`src/rtl/data_memory_pkg.sv`:
```
// Shared types and defaults for the MEM-stage data memory.
// Imported by data_memory and data_mem_addr_decode.
package mem_pkg;

  typedef logic [31:0] word_t;

  localparam int unsigned DATA_MEM_BASE  = 1024;
  localparam int unsigned DATA_MEM_DEPTH = 64;

endpackage

```
`src/rtl/data_mem_addr_decode.sv`:
```
// Byte address to word index and in-range flag for data_memory.
// DEPTH is assumed a power of two so the index wraps modulo DEPTH.
module data_mem_addr_decode
  import mem_pkg::*;
#(
  parameter int unsigned BASE_ADDR = DATA_MEM_BASE,
  parameter int unsigned DEPTH     = DATA_MEM_DEPTH,
  localparam int unsigned AW = (DEPTH > 1) ? $clog2(DEPTH) : 1
) (
  input  logic [31:0]   address,
  output logic [AW-1:0] index,
  output logic          in_range
);

  logic [31:0] offset;
  logic [29:0] widx;
  logic        unused_lsbs;

  assign offset      = address - BASE_ADDR;
  assign widx        = offset[31:2];
  assign unused_lsbs = ^offset[1:0];

  // Addresses below the base wrap to huge indices and fail this compare.
  assign in_range = ({2'b00, widx} < 32'(DEPTH));
  assign index    = widx[AW-1:0];

endmodule

```
`src/rtl/data_memory.sv`:
```
// Word-organised MEM-stage data memory: sync store, combinational load.
// DATA_MEMORY_BOUNDS_CHECK_EN drops out-of-range accesses instead of aliasing.
module data_memory
  import mem_pkg::*;
#(
  parameter int unsigned BASE_ADDR = DATA_MEM_BASE,
  parameter int unsigned DEPTH     = DATA_MEM_DEPTH
) (
  input  logic  clk,
  input  logic  rst_n,
  input  word_t storeValue,
  input  logic [31:0] address,
  input  logic  MEM_W_EN,
  input  logic  MEM_R_EN,
  output word_t loadValue
);

  localparam int unsigned AW = (DEPTH > 1) ? $clog2(DEPTH) : 1;

  word_t          mem_q [DEPTH];
  logic [AW-1:0]  idx;
  logic           in_range;
  logic           acc_ok;

  data_mem_addr_decode #(
    .BASE_ADDR (BASE_ADDR),
    .DEPTH     (DEPTH)
  ) u_dec (
    .address  (address),
    .index    (idx),
    .in_range (in_range)
  );

`ifdef DATA_MEMORY_BOUNDS_CHECK_EN
  assign acc_ok = in_range;
`else
  logic unused_range;
  assign unused_range = in_range;
  assign acc_ok       = 1'b1;
`endif

  always_ff @(posedge clk or negedge rst_n) begin
    if (!rst_n) begin
      for (int i = 0; i < int'(DEPTH); i++) begin
        mem_q[i] <= '0;
      end
    end else if (MEM_W_EN && acc_ok) begin
      mem_q[idx] <= storeValue;
    end
  end

  // No write bypass: a same-cycle load sees the pre-edge word.
  always_comb begin
    loadValue = '0;
    if (MEM_R_EN && acc_ok) begin
      loadValue = mem_q[idx];
    end
  end

endmodule

```
`config.mk`:
```
export PLATFORM = sky130hd
export DESIGN_NAME = data_memory
export DESIGN_NICKNAME = d
export VERILOG_FILES = /design/src/rtl/data_memory_pkg.sv /design/src/rtl/data_mem_addr_decode.sv /design/src/rtl/data_memory.sv
export SDC_FILE = /design/constraint.sdc
export NUM_CORES = 2
export LEC_CHECK = 0
export CAP_MARGIN = 20
export CORE_AREA = 8 8 593 595
export CTS_CLUSTER_SIZE = 14
export DETAILED_ROUTE_END_ITERATION = 10
export DIE_AREA = 0 0 601 603
export GPL_TIMING_DRIVEN = 0
export SETUP_SLACK_MARGIN = 0.5
export SYNTH_ARGS = -nofsm -noshare
export SYNTH_HDL_FRONTEND = slang
export SYNTH_HIERARCHICAL = 1
export SYNTH_SLANG_ARGS = --single-unit
```
`constraint.sdc`:
```
create_clock -name clk -period 5.8 [get_ports clk]
set_input_delay 1.16 -clock clk [delete_from_list [all_inputs] [get_ports clk]]
set_output_delay 1.16 -clock clk [all_outputs]
set_load 0.02 [all_outputs]
```
==> flow_summary.ini <==
[run_status]
status = finished, final reports clean

[worst_setup_path]
start_kind = input port
critPathArrivalTime_ps = 4330
slowest_delay_ps = 910
crit_fanout = 11
cp_num_buf_inv = 7
crit_type = in -> out
critPathTopFamily = buffers and inverters
cp_slowest_cell = o211ai_1
critPathLaunch = address[3]
cp_data_required_time_ps = 4640
crit_chain = buf_4 > buf_4 > buf_8 > buf_12 > buf_6 > clkbuf_8 > o211ai_1 > nand3_1 > o31a_1 > buf_6
rr_startpoint = mem_q[867]
setup.worst_path.end_class = output port

[pwr]
p_seq_share_pct = 46.9
p_per_area_nw_per_um2 = 335
peakVddDrop_uv = 290
pwr-share-comb_pct = 14.6
swShare_pct = 27.4
p_sw_mw = 10.1
power_frac_clock_pct = 38.5
p_leak_nw = 49.0
p_int_mw = 26.7

[cells_and_area]
regMostFlops = mem_q
syn2layout_area_growth_pct = 19.6
utilization_pct = 32.1
regArea_um2 = 51200
drive_gt1_share_pct = 47.0
reg_top3 = mem_q: 2048 flops
final_cell_area_um2 = 110000
largest_reg_flops = 2048
multi_input_area_um2 = 39100
fill_cells = 33521
final_nets = 6941

[timing]
rsz0062_at_grt = yes
worst_hold_slack_ps = 302
hold_violations = 0
final-max-slew-violation-count = 0
worst_pin_slew_ps = 1280
slew_headroom_pct = 14.4
setup_viol = 0
timing.final.crit_share_pct = 94.7
fmax_ghz = 0.182
period_minus_slack_ps = 5490
worst_clock_skew_ps = 0
setup_slack_ps = 309

[clocking]
h-tree-depth = 4
clockRootBuffer = clkbuf_16
clkLatencyLatePin_ps = 890
cts_tree = yes
clk_pin_slew_ps = 60
cts_sinks = 2048
ctsLongestPathBuffers = 3
numCtsBuffers = 218

[floorplan]
fp.dieW_um = 601
initial_core_util_pct = 26.9
placementRows = 215
coreArea_um2 = 342000
die_h_um = 603
io_pins = 100
die_area_um2 = 362000

[yosys]
yosys_warnings = 6
postSynthAreaPerCell_um2 = 14.1
syn_area_um2 = 91900
synthesis.nets = 6580
syn_inst = 6512

[global_routing]
overflow = 0
grt_max_degree = 189
antenna_found_initial = 40
grt_pass1_wl_mm = 552
grt_pass1_vias = 66274
grt_usage_pct = 21.7

[drt]
detail_route.vias_per_cell = 5.64
route.detailed.drc = 0
ant_nets = 0
wl_mm = 409
vias = 65760
wire_per_inst_um = 35.1
firstDrtPassIters = 8
drtIter0Drc = 8480

[placement]
dp_slack_ps = -1760
port_buffers = 35
placed_area_um2 = 99100
routabilityCongestion = 1.06
dp_hpwl_mm = 307

[worst_hold_path]
hold_path.class = in -> async

[run]
maxCapViolCount = 0
layout make-up:
| type | count | share of cell area, % |
|---|---|---|
| Antenna cell | 44 | 0.100 |
| Buffer | 739 | 4.18 |
| Clock buffer | 338 | 5.89 |
| Clock inverter | 58 | 0.672 |
| Inverter | 1 | 0.00569 |
| Multi-Input combinational cell | 3724 | 35.6 |
| Sequential cell | 2048 | 46.6 |
| Tap cell | 4557 | 5.19 |
| Timing Repair Buffer | 141 | 1.75 |
power by group through the flow:
stage / Sequential, mW / Clock, mW / Combinational (mW)
2_1_floorplan: 17.1 / 0 / 3.00
3_3_place_gp: 17.5 / 0 / 4.62
3_5_place_dp: 17.4 / 0 / 4.94
4_1_cts: 17.2 / 14.2 / 5.24
5_1_grt: 17.4 / 14.8 / 5.57
6_report: 17.2 / 14.1 / 5.38
placed cells by master, fill, tap and decap left out, types with 68 or more instances in the layout:
cell	n
a221oi_1	248
a22oi_1	259
buf_1	120
buf_2	139
buf_4	94
buf_6	68
clkbuf_1	284
clkbuf_16	224
clkbuf_8	74
dfrtp_1	2048
mux2_2	2084
mux4_2	135
nand2_1	88
nor2_1	81
o22ai_1	120
path summary, 6_finish.rpt:
path / to / slack, ps / depth (start not counted)
max in group asynchronous: mem_q[1053] / 1710 / 5
worst min register to register: mem_q[1864] / 490 / 1
worst min-delay path: mem_q[232] / 300 / 1
min in group clk: mem_q[1864] / 490 / 1
worst max register to register: mem_q[867] / 4940 / 1
worst max-delay path: loadValue[20] / 310 / 10
what timing repair did:
action,in CTS,in global routing
buffers inserted,26,8
endpoints found under the hold margin,0,0
hold buffers,0,0
resized for setup,853,98
endpoints found under the setup margin,32,26
gates cloned,2,0
pin swaps,51,26
layer usage:
layer	vias up	wire (um)	track usage, %
met2	3946	170000	31.0
met1	35177	154000	26.2
met5	-	88	0
li1	25414	-	-
met3	1209	44100	7.83
met4	14	39900	18.0
metrics by stage:
| step | std cells | total power [mW] | TNS [ps] |
|---|---|---|---|
| floorplan | 6512 | 20.1 | 0 |
| global placement | 11104 | 22.1 | - |
| detailed placement | 11171 | 22.3 | -48120 |
| CTS | 11595 | 36.6 | 0 |
| global route | 11626 | 37.8 | 0 |
| finish | 11650 | 36.8 | 0 |
Power figures use the tool's default switching activity.
